[config.mk]
export PLATFORM = sky130hd
export DESIGN_NAME = safecrack_btn_debounce_flat
export DESIGN_NICKNAME = d
export VERILOG_FILES = /design/src/rtl/safecrack_btn_debounce_if.sv /design/src/rtl/safecrack_btn_debounce.sv /design/src/flat_wrapper.sv
export SDC_FILE = /design/constraint.sdc
export NUM_CORES = 1
export LEC_CHECK = 0
export CAP_MARGIN = 0
export CORE_MARGIN = 4
export CORE_UTILIZATION = 46
export CTS_CLUSTER_SIZE = 8
export DETAILED_ROUTE_END_ITERATION = 12
export MAX_ROUTING_LAYER = met4
export PLACE_DENSITY_LB_ADDON = 0.15
export SYNTH_ARGS = -nofsm -noshare
export SYNTH_HDL_FRONTEND = slang
export SYNTH_SLANG_ARGS = --single-unit
[constraint.sdc]
create_clock -name clk -period 4 [get_ports clk]
set_clock_uncertainty 0.15 [all_clocks]
set_input_delay 0.8 -clock clk [delete_from_list [all_inputs] [get_ports clk]]
set_output_delay 0.8 -clock clk [all_outputs]
set_load 0.05 [all_outputs]
[src/rtl/safecrack_btn_debounce_if.sv]
// Button conditioning bus: raw active-low pins in, debounced levels and edge pulses out.
// The slave modport is the debouncer; the master modport is the pin driver / consumer side.
interface safecrack_btn_debounce_if #(
  parameter int unsigned N_BTN = 3
);
  logic [N_BTN-1:0] btn_raw;
  logic [N_BTN-1:0] btn_db;
  logic [N_BTN-1:0] btn_press;
  logic [N_BTN-1:0] btn_release;
  logic             any_press;

  modport master (
    output btn_raw,
    input  btn_db,
    input  btn_press,
    input  btn_release,
    input  any_press
  );

  modport slave (
    input  btn_raw,
    output btn_db,
    output btn_press,
    output btn_release,
    output any_press
  );
endinterface

[src/rtl/safecrack_btn_debounce.sv]
// Two-flop synchroniser plus per-channel stable-count debouncer for active-low push-buttons.
// Emits clean levels for the safecrack FSM and one-cycle press/release pulses.
module safecrack_btn_debounce #(
  parameter int unsigned N_BTN     = 3,
  parameter int unsigned DB_CYCLES = 1_000_000
) (
  input  logic                     clk,
  input  logic                     rst,
  safecrack_btn_debounce_if.slave  bus
);

  localparam int unsigned CNT_W = $clog2(DB_CYCLES);
  localparam logic [CNT_W-1:0] CNT_MAX = CNT_W'(DB_CYCLES - 1);

  if (DB_CYCLES < 2) begin : g_bad_db_cycles
    $error("safecrack_btn_debounce: DB_CYCLES must be >= 2");
  end

  logic [N_BTN-1:0] sync1_q;
  logic [N_BTN-1:0] sync2_q;
  logic [N_BTN-1:0] db_q;
  logic [N_BTN-1:0] db_d;
  logic [N_BTN-1:0] press_q;
  logic [N_BTN-1:0] press_d;
  logic [N_BTN-1:0] release_q;
  logic [N_BTN-1:0] release_d;
  logic [CNT_W-1:0] cnt_q [N_BTN];
  logic [CNT_W-1:0] cnt_d [N_BTN];

  // Next-state: a level is accepted only after DB_CYCLES consecutive disagreeing samples.
  always_comb begin
    db_d      = db_q;
    press_d   = '0;
    release_d = '0;
    cnt_d     = cnt_q;
    for (int i = 0; i < int'(N_BTN); i++) begin
      if (sync2_q[i] == db_q[i]) begin
        cnt_d[i] = '0;
      end else if (cnt_q[i] == CNT_MAX) begin
        db_d[i]      = sync2_q[i];
        cnt_d[i]     = '0;
        press_d[i]   = ~sync2_q[i];
        release_d[i] = sync2_q[i];
      end else begin
        cnt_d[i] = cnt_q[i] + CNT_W'(1);
      end
    end
  end

  // State register; reset forces every channel to released with no pulses.
  always_ff @(posedge clk) begin
    if (rst) begin
      sync1_q   <= '1;
      sync2_q   <= '1;
      db_q      <= '1;
      press_q   <= '0;
      release_q <= '0;
      for (int i = 0; i < int'(N_BTN); i++) begin
        cnt_q[i] <= '0;
      end
    end else begin
      sync1_q   <= bus.btn_raw;
      sync2_q   <= sync1_q;
      db_q      <= db_d;
      press_q   <= press_d;
      release_q <= release_d;
      for (int i = 0; i < int'(N_BTN); i++) begin
        cnt_q[i] <= cnt_d[i];
      end
    end
  end

  assign bus.btn_db      = db_q;
  assign bus.btn_press   = press_q;
  assign bus.btn_release = release_q;
  assign bus.any_press   = |press_q;

endmodule

[src/flat_wrapper.sv]
// flat-port wrapper written by rule: the top's interface ports become plain ports
module safecrack_btn_debounce_flat 
#(
  parameter int unsigned N_BTN     = 3,
  parameter int unsigned DB_CYCLES = 1_000_000
)
  (clk, rst, bus_btn_raw, bus_btn_db, bus_btn_press, bus_btn_release, bus_any_press);
  safecrack_btn_debounce_if #(.N_BTN(N_BTN)) bus_i ();
  input  logic clk;
  input  logic rst;
  input wire logic [$bits(bus_i.btn_raw)-1:0] bus_btn_raw;
  output wire logic [$bits(bus_i.btn_db)-1:0] bus_btn_db;
  output wire logic [$bits(bus_i.btn_press)-1:0] bus_btn_press;
  output wire logic [$bits(bus_i.btn_release)-1:0] bus_btn_release;
  output wire logic [$bits(bus_i.any_press)-1:0] bus_any_press;
  assign bus_i.btn_raw = bus_btn_raw;
  assign bus_btn_db = bus_i.btn_db;
  assign bus_btn_press = bus_i.btn_press;
  assign bus_btn_release = bus_i.btn_release;
  assign bus_any_press = bus_i.any_press;
  safecrack_btn_debounce #(.N_BTN(N_BTN), .DB_CYCLES(DB_CYCLES)) u_core (.clk(clk), .rst(rst), .bus(bus_i));
endmodule
==> summary.txt, run 1 <==
Setup path
  • WP buf/inv: 1
  • Delay-heaviest family, CP: buffers and inverters
  • Crit path cell chain: or3_1 -> clkdlybuf4s50_1
  • Setup crit end kind: output port
  • Crit-path slowest cell: clkdlybuf4s50_1
  • Setup CP Type: reg -> out
  • CP arrival: roughly 1.7 ns
  • Crit-path max FO: 2
  • CP required: a little over 3 ns
  • CP max stage delay: 0.70 ns
  • Startpoint Class: flop

Logic synthesis
  • YS warnings: 0
  • Primary FF master, synth: dfxtp_1
  • Syn nets: 369
  • Avg Cell Area, Syn: about 8.9 um2
  • Sequential area share after synthesis: 0.467
  • Flops & latches, synth: 75
  • Main combinational cell family by area after synthesis: simple AND/OR/NAND/NOR gates
  • Xor/xnor share of the synthesized area: 0.109
  • Synth top area share: 0.467
  • Post-Syn Area: ~0.0032 mm2
  • Compound-cell area share of the yosys netlist: 0.0674
  • Mux contribution to synthesized area: 0.00623
  • Top post-synthesis cells by area: dfxtp_1 47%, nor2_1 6.5%, xnor2_1 5.7%
  • Yosys cell types: 33
  • EDFF count, synth: 0
  • Simple-Gate Fraction of Synth Area: 0.310
  • Ys async rst share: 0
  • Adder-cell area share of the yosys netlist: 0.0117
  • Cell taking the most area after synthesis: dfxtp_1
  • Cells after synthesis: 361

Finish
  • Diodes inserted: 0
  • Commonest non-fill, non-tap cell in the layout: dfxtp_1
  • Nets: 385
  • Share of cells above drive strength 1: 0.0840
  • Most frequent cells in the layout: 75 x dfxtp_1, 56 x nor2_1, 25 x nand3_1
  • Layout area overhead: 13.8%
  • Filler cell count: 631

Route
  • 1st-pass router iterations: 4
  • ANT nets after route: 0
  • Routed WL: about 5800 um
  • Vias: 2,491
  • Number of remaining DRC errors: 0
  • Via-to-Cell Ratio: 5.22
  • Detailed-route wire length per cell: between 10 and 15 um
  • DR iter-0 viols: 59

Timing
  • Setup total negative slack: 0 ns
  • Final worst-path cycle share: 0.664
  • Setup Viol. Count Final: 0
  • Worst Hold Margin: about 0.25 ns
  • Worst Tran Pin Value: slightly below 0.8 ns
  • Fmax: 377 MHz
  • Min Tclk post-route: 2.65 ns
  • Slew Viols, Final: 0
  • Worst rel slew slack: 0.487
  • Final hold viol count: 0
  • RSZ-0062 raised after global routing: no

Floorplanning
  • Die X: just over 90 um
  • Row count: 30
  • Die Area: 0.00839 mm2
  • Num ports: 15
  • Core Area: 0.00679 mm2
  • Initial Util: 0.473
  • Die Ht: 91.6 um

Clock tree
  • Clk sinks: 75
  • Worst skew pair latency: ~0.34 ns
  • Clk buf depth: 2
  • Htree depth: 3
  • Clock Tree Root: clkbuf_8
  • CTS Buf Count: 9
  • Postcts setup bufs: 0
  • CTS tree: done
  • CTS Hold Buffers Added: 0
  • Post-cts sizing count: 0
  • Clock transition at the registers of the reported paths: 0.08 ns

Placement
  • Post-DP HPWL: around 4000 um
  • Global placer's final weighted congestion: 0.777
  • Port Buf Inserts: 14

Status
  • Status: finished, final reports clean

Run
  • Max-Cap Viols: 0

GRT
  • Initial antenna violation count: 0
  • GRT Total Usage: 0.151
  • Remaining Overflow, GRT: 0
  • Largest net degree at the start of global routing: 21
  • Via count of the first global-routing pass: 2,256
  • First-pass GRT wire length: 10,000 um

Power
  • Leak Pwr: 1.16 nW
  • VDD IR-drop max: 0.000305 V
  • Power density over the cells: 382 mW/mm2

Hold path
  • Tightest Hold Check Type: reg -> reg
==> final timing paths <==
check                           depth (start not counted)  slack (ns)                     from                end
worst max-delay path                                    2        1.35  u_core.bus.btn_press[1]      bus_any_press
worst min-delay path                                    1        0.25        u_core.sync1_q[2]  u_core.sync2_q[2]
worst max register to register                          5        1.54          u_core.cnt_q[0]    u_core.cnt_q[9]
worst min register to register                          1        0.25        u_core.sync1_q[2]  u_core.sync2_q[2]
==> registers in the layout, summed over array words and instances (netlist names) <==
signal	cells
u_core.sync2_q	3
u_core.sync1_q	3
u_core.bus.btn_press	3
u_core.cnt_q	60
u_core.bus.btn_db	3
u_core.bus.btn_release	3
==> cells by family after synthesis <==
family                   after synthesis
XOR/XNOR                              40
adder cells (fa/ha/maj)                3
multiplexers                           2
flip-flops                            75
AO/OA/AOI/OAI                         38
AND/OR/NAND/NOR                      180
buffers and inverters                 23
==> metrics by stage <==
| stage | std cells | area, um2 | utilization | setup WS, ns | total power, W |
|---|---|---|---|---|---|
| 3_5_place_dp | 462 | 3440 | 0.507 | 1.50 | 0.000788 |
| 4_1_cts | 477 | 3660 | 0.538 | 1.32 | 0.00142 |
| 3_3_place_gp | 462 | 3440 | 0.507 | 1.54 | 0.000787 |
| 5_1_grt | 477 | 3660 | 0.538 | 1.29 | 0.00145 |
| 6_report | 477 | 3660 | 0.538 | 1.35 | 0.00140 |
| 2_1_floorplan | 361 | 3210 | - | 1.93 | 0.000780 |
==> cell usage after synthesis, drive strengths merged, types with 11 or more instances <==
| master | count |
|---|---|
| dfxtp | 75 |
| xor2 | 19 |
| inv | 12 |
| nand2 | 16 |
| nand3 | 25 |
| nor2 | 56 |
| xnor2 | 21 |
| nand4 | 16 |
| or4 | 13 |
| or3 | 12 |
| o21ai | 11 |
| a21oi | 18 |
==> final cells by class <==
type,count,area (um2),share of cell area
multi-input combinational,263,1620,0.443
sequential,75,1500,0.411
timing repair buffer,16,155,0.0424
clock buffer,10,138,0.0376
tap,96,120,0.0328
clock inverter,5,77.6,0.0212
inverter,12,45.0,0.0123
==> worst register-to-register path: stages, from the launching register on <==
cell     delay (ns)
dfxtp_1        0.40
ha_1           0.27
nand2_1        0.15
or4_1          0.59
o21ai_2        0.63
nor2_1         0.12
==> report_power, final <==
group | internal, W | switching [W] | leakage, nW | total, W
clock | 0.000363 | 0.000265 | 0.108 | 0.000628
combinational | 0.00000790 | 0.00000987 | 0.446 | 0.0000178
sequential | 0.000750 | 0.00000251 | 0.606 | 0.000752
==> routing by layer <==
metal  routed length (um)  GRT usage  share of wire
met5                    0          -              0
met4                   98     0.0791          0.017
met3                  181     0.0323          0.031
met2                 2460      0.216           0.42
met1                 3050      0.200           0.53
No activity file was read; power rests on OpenSTA's default activity.
==> run 2: changes to the inputs <==
==> constraint.sdc (replaced) <==
create_clock -name clk -period 2.4 [get_ports clk]
set_clock_uncertainty 0.15 [all_clocks]
set_input_delay 0.48 -clock clk [delete_from_list [all_inputs] [get_ports clk]]
set_output_delay 0.48 -clock clk [all_outputs]
set_load 0.05 [all_outputs]
==> run 2 against run 1 <==
  * Setup slack worse by 1.3 ns
  * First-iteration DRC count is 19% higher
  * Combinational power is 75% higher
  * Sequential share of layout area is 0.11 points lower
  * Count of clock-buffer cells in the layout is 2 higher
  * Critical endpoint unchanged
  * Global-route usage is 0.74 points higher
  * Via count is 1.1% higher
  * Largest power group unchanged
  * Largest cell class unchanged
==> summary.txt, run 2 (synthesized netlist as in run 1, its figures left out) <==
Status
  • Status: finished, final reports clean

GRT
  • First-pass GRT wire length: 10,500 um (+4.3%)
  • Largest net degree at the start of global routing: 21 (unchanged)
  • GRT Total Usage: 0.159 (+0.00742)
  • Via count of the first global-routing pass: 2,327 (+3.1%)
  • Initial antenna violation count: 0 (unchanged)
  • Remaining Overflow, GRT: 0 (unchanged)

Setup path
  • Crit-path slowest cell: clkdlybuf4s50_1
  • CP required: 1.77 ns (-1.28 ns)
  • Crit path cell chain: or3_1 -> clkdlybuf4s50_1
  • WP buf/inv: 1 (unchanged)
  • CP arrival: 1.69 ns (about the same)
  • Setup crit end kind: output port
  • CP max stage delay: 0.70 ns (about the same)
  • Crit-path max FO: 2 (unchanged)
  • Startpoint Class: flop
  • Worst r2r src: u_core.cnt_q[0]
  • Crit. Startpoint: u_core.bus.btn_press[1]
  • Delay-heaviest family, CP: buffers and inverters
  • Setup CP Type: reg -> out

Finish
  • Max reg flops: 60 (unchanged)
  • Filler cell count: 667 (+5.7%)
  • Final instance area: 0.00367 mm2 (+0.27%)
  • Layout area overhead: 14.1%
  • Share of cells above drive strength 1: 0.0956 (+0.0116)
  • Area of the multi-input gates: 0.00163 mm2 (+0.46%)
  • Commonest non-fill, non-tap cell in the layout: dfxtp_1
  • Reg area: 0.00150 mm2 (unchanged)
  • Diodes inserted: 0 (unchanged)
  • Most frequent cells in the layout: 75 x dfxtp_1, 56 x nor2_1, 25 x nand3_1
  • Nets: 390 (+1.3%)
  • Biggest register: u_core.cnt_q

Floorplanning
  • Die X: 91.6 um (unchanged)
  • Initial Util: 0.473 (unchanged)
  • Die Area: 0.00839 mm2 (unchanged)
  • Row count: 30 (unchanged)
  • Core Area: 0.00679 mm2 (unchanged)
  • Num ports: 15 (unchanged)
  • Die Ht: 91.6 um (unchanged)

Power
  • Power density over the cells: 587 mW/mm2 (+54%)
  • Leak Pwr: 1.17 nW (+0.58%)
  • VDD IR-drop max: 0.000335 V (+9.8%)

Route
  • Vias: 2,518 (+1.1%)
  • DR iter-0 viols: 70 (+19%)
  • ANT nets after route: 0 (unchanged)
  • Via-to-Cell Ratio: 5.21 (-0.17%)
  • Detailed-route wire length per cell: 12.3 um (+1.5%)
  • Number of remaining DRC errors: 0 (unchanged)
  • 1st-pass router iterations: 5 (+1)
  • Routed WL: 5950 um (+2.7%)

Hold path
  • Tightest Hold Check Type: reg -> reg
  • Hold path start: u_core.sync1_q[0]

Clock tree
  • Post-cts sizing count: 0 (unchanged)
  • Clock transition at the registers of the reported paths: 0.07 ns (about the same)
  • Clk buf depth: 2 (unchanged)
  • Clock Tree Root: clkbuf_8
  • Postcts setup bufs: 0 (unchanged)
  • Htree depth: 3 (unchanged)
  • CTS Buf Count: 9 (unchanged)
  • CTS Hold Buffers Added: 0 (unchanged)
  • Clk sinks: 75 (unchanged)
  • CTS tree: done
  • Worst skew pair latency: 0.34 ns (about the same)

Timing
  • Worst rel slew slack: 0.665 (+0.178)
  • Final worst-path cycle share: 0.968
  • Final WS setup: 0.0756 ns (-1.27 ns)
  • Min Tclk post-route: 2.32 ns
  • Setup Viol. Count Final: 0 (unchanged)
  • RSZ-0062 raised after global routing: no
  • Fmax: around 430 MHz
  • Worst Tran Pin Value: 0.501 ns (-0.268 ns)
  • Setup total negative slack: 0 ns (unchanged)
  • Final hold viol count: 0 (unchanged)
  • Slew Viols, Final: 0 (unchanged)

Placement
  • Post-place setup slack: 0.0759 ns (-1.43 ns)
  • Global placer's final weighted congestion: 0.816 (+5.0%)
  • Port Buf Inserts: 14 (unchanged)
  • Post-DP Area: 0.00348 mm2 (+1.1%)
  • Post-DP HPWL: 4110 um (+2.9%)

Run
  • Max-Cap Viols: 0 (unchanged)
[run 2: final cells by class]
cell class,count,area share
Clock buffer,12,0.0423
Clock inverter,4,0.00682
Inverter,12,0.0123
Multi-Input combinational cell,263,0.444
Sequential cell,75,0.409
Tap cell,96,0.0328
Timing Repair Buffer,21,0.0525
[run 2: worst reg2reg max path: cells and delay by family (launching register included)]
family / cells / cell delay [ns]
adders and majority gates: 1 / 0.24
DFF: 1 / 0.38
muxes: 1 / 0.14
and+or+nand+nor: 3 / 1.14
[run 2: per-layer routing]
metal | wire length [um] | share of wire | up-vias | track usage
met3 | 175 | 0.029 | 9 | 0.0298
met2 | 2600 | 0.44 | 38 | 0.228
met5 | 0 | 0 | - | -
met1 | 3090 | 0.52 | 1156 | 0.212
li1 | - | - | 1315 | -
met4 | 85 | 0.014 | 0 | 0.0791
[run 2: metrics by stage]
stage	total power, W	hold WS [ns]	cells	utilization
final	0.00215	0.264	483	0.540
after global routing	0.00225	0.279	483	0.540
after CTS	0.00219	0.264	483	0.539
after detailed placement	0.00131	0.246	467	0.512
after global placement	0.00131	0.245	467	0.512
after floorplan	0.00130	0.239	361	-
[run 2: path summary, 6_finish.rpt]
check	endpoint	slack, ns	depth (start not counted)
setup / recovery	bus_any_press	0.08	2
hold / removal	u_core.sync2_q[0]	0.26	1
setup reg to reg	u_core.bus.btn_db[2]	0.24	5
hold reg to reg	u_core.sync2_q[0]	0.26	1
[run 2: power by group]
group	switching [W]	leakage (nW)	internal, W	total [W]
clock network	0.000440	0.0884	0.000429	0.000869
logic	0.0000167	0.473	0.0000144	0.0000311
registers	0.00000433	0.606	0.00125	0.00125
==> run 3: changes to the inputs <==
--- a/config.mk
+++ b/config.mk
@@ -6,12 +6,14 @@
 export NUM_CORES = 1
 export LEC_CHECK = 0
 export CAP_MARGIN = 0
+export CORE_ASPECT_RATIO = 2
 export CORE_MARGIN = 4
 export CORE_UTILIZATION = 46
 export CTS_CLUSTER_SIZE = 8
 export DETAILED_ROUTE_END_ITERATION = 12
 export MAX_ROUTING_LAYER = met4
 export PLACE_DENSITY_LB_ADDON = 0.15
+export SKIP_LAST_GASP = 1
 export SYNTH_ARGS = -nofsm -noshare
 export SYNTH_HDL_FRONTEND = slang
 export SYNTH_SLANG_ARGS = --single-unit
==> run 3 against run 2 <==
  * Sequential share of layout area shrank 0.97 points
  * Sequential power hardly changed
  * Combinational power about the same
  * Clock power increased by 54%
  * Sequential cell count stayed put
  * Fmax fell by 0.44%
  * Die area rose by 0.97%
  * Setup slack lost 0.010 ns
  * Register-to-register slack lost 0.02 ns
  * Core utilization increased by 1.9 points
  * Power is 22% higher
  * Critical endpoint unchanged
==> summary.txt, run 3 (synthesized netlist as in run 1, its figures left out) <==
Status
  • Status: finished, final reports clean

Clock tree
  • CTS tree: done
  • Postcts setup bufs: 0 (unchanged)
  • CTS Hold Buffers Added: 0 (unchanged)
  • Htree depth: 3 (unchanged)
  • Clk sinks: 75 (unchanged)
  • Clock Tree Root: clkbuf_16
  • Post-cts sizing count: 0 (unchanged)
  • Clk buf depth: 2 (unchanged)
  • Worst skew pair latency: 0.33 ns (about the same)
  • Clock transition at the registers of the reported paths: 0.05 ns (-0.02 ns)
  • CTS Buf Count: 9 (unchanged)

Finish
  • Diodes inserted: 0 (unchanged)
  • Commonest non-fill, non-tap cell in the layout: dfxtp_1
  • Nets: 388 (-0.51%)
  • Biggest register: u_core.cnt_q
  • Layout area overhead: 16.9%
  • Share of cells above drive strength 1: 0.0888 (-0.00683)
  • Max reg flops: 60 (unchanged)
  • Most frequent cells in the layout: 75 x dfxtp_1, 56 x nor2_1, 25 x nand3_1

Floorplanning
  • Num ports: 15 (unchanged)
  • Die Area: 0.00847 mm2 (+0.97%)
  • Initial Util: 0.478 (+0.00475)
  • Die X: 67.1 um (-27%)
  • Row count: 42 (+40%)
  • Core Area: 0.00673 mm2 (-0.99%)
  • Die Ht: 126 um (+38%)

Setup path
  • Setup CP Type: reg -> out
  • Crit path cell chain: or3_1 -> clkdlybuf4s50_1
  • WP buf/inv: 1 (unchanged)
  • Critical path depth: 2 (unchanged)
  • Worst r2r src: u_core.cnt_q[0]
  • Setup crit end kind: output port
  • Delay-heaviest family, CP: buffers and inverters
  • Crit-path slowest cell: clkdlybuf4s50_1
  • CP required: 1.77 ns (about the same)
  • Crit-path max FO: 2 (unchanged)
  • Startpoint Class: flop
  • RR Endpoint: u_core.bus.btn_db[2]
  • CP arrival: 1.70 ns (about the same)
  • Worst-case reg-to-reg path depth: 5 (unchanged)
  • CP max stage delay: 0.71 ns (about the same)
  • Reg2reg setup slack: 0.22 ns (-0.02 ns)

Power
  • Tot Pwr: 0.00263 W (+22%)
  • Leak Pwr: 1.22 nW (+4.3%)
  • Power density over the cells: 701 mW/mm2 (+19%)
  • VDD IR-drop max: 0.000516 V (+54%)

GRT
  • Largest net degree at the start of global routing: 21 (unchanged)
  • Initial antenna violation count: 0 (unchanged)
  • Via count of the first global-routing pass: 2,509 (+7.8%)
  • Remaining Overflow, GRT: 0 (unchanged)
  • GRT Total Usage: 0.175 (+0.0167)
  • First-pass GRT wire length: 11,000 um (+4.7%)

Timing
  • Fmax: 428 MHz (-0.44%)
  • Worst Tran Pin Value: 0.510 ns (+0.00868 ns)
  • Min Tclk post-route: 2.33 ns (+0.0104 ns)
  • Final worst-path cycle share: 0.973 (+0.00432)
  • Final hold viol count: 0 (unchanged)
  • Slew Viols, Final: 0 (unchanged)
  • RSZ-0062 raised after global routing: no
  • Setup total negative slack: 0 ns (unchanged)
  • Setup Viol. Count Final: 0 (unchanged)
  • Worst rel slew slack: 0.659 (-0.00581)

Route
  • ANT nets after route: 0 (unchanged)
  • Via-to-Cell Ratio: 5.43 (+4.2%)
  • DR iter-0 viols: 132 (+89%)
  • Vias: 2,558 (+1.6%)
  • Routed WL: 6350 um (+6.8%)
  • Detailed-route wire length per cell: 13.5 um (+9.5%)
  • Number of remaining DRC errors: 0 (unchanged)
  • 1st-pass router iterations: 4 (-1)

Run
  • Max-Cap Viols: 0 (unchanged)

Hold path
  • Hold path start: u_core.sync1_q[2]
  • Hold Path End: u_core.sync2_q[2]
  • Hold Path Depth: 1 (unchanged)
  • Tightest Hold Check Type: reg -> reg

Placement
  • Port Buf Inserts: 14 (unchanged)
  • Global placer's final weighted congestion: 0.814 (-0.25%)
  • Post-DP HPWL: 4630 um (+13%)
run 3: stage by stage:
stage | instance area (um2) | worst slack (ns) | utilization | instances | hold slack, ns
3_3_place_gp | 3450 | 0.297 | 0.514 | 457 | 0.245
4_1_cts | 3760 | 0.0359 | 0.558 | 471 | 0.257
6_report | 3760 | 0.0652 | 0.558 | 471 | 0.256
2_1_floorplan | 3210 | 0.333 | - | 361 | 0.239
3_5_place_dp | 3450 | 0.217 | 0.514 | 457 | 0.245
5_1_grt | 3760 | 0.0260 | 0.558 | 471 | 0.282
run 3: routing by layer:
layer | GRT usage | routed length, um
met3 | 0.0321 | 173
met5 | - | 0
met1 | 0.175 | 2550
met4 | 0.114 | 191
met2 | 0.299 | 3430
run 3: worst reg2reg max path, cell delays in order (launching register included):
cell and delay (ns):
dfxtp_1 0.38, ha_1 0.25, nand2_1 0.14, or4_1 0.57
or4_4 0.45, mux2i_1 0.13
run 3: cell type report:
cell class	count	area (um2)
inverter	12	45.0
sequential	75	1500
multi-input combinational	263	1620
tap	88	110
timing repair buffer	19	178
clock buffer	12	267
fill	662	2970
clock inverter	2	35.0
run 3: worst max path at each step:
stage                             from                    to  slack, ns
2_1_floorplan          u_core.cnt_q[0]      u_core.cnt_q[10]       0.33
3_3_place_gp           u_core.cnt_q[0]  u_core.bus.btn_db[2]       0.30
3_5_place_dp           u_core.cnt_q[0]  u_core.bus.btn_db[2]       0.22
4_1_cts        u_core.bus.btn_press[1]         bus_any_press       0.04
5_1_grt        u_core.bus.btn_press[1]         bus_any_press       0.03
6_report       u_core.bus.btn_press[1]         bus_any_press       0.07
run 3: report_power, final:
part	internal (W)	switching, W	leakage (nW)
clock	0.000875	0.000469	0.151
combinational	0.0000147	0.0000165	0.461
sequential	0.00125	0.00000434	0.606
total	0.00214	0.000490	1.22
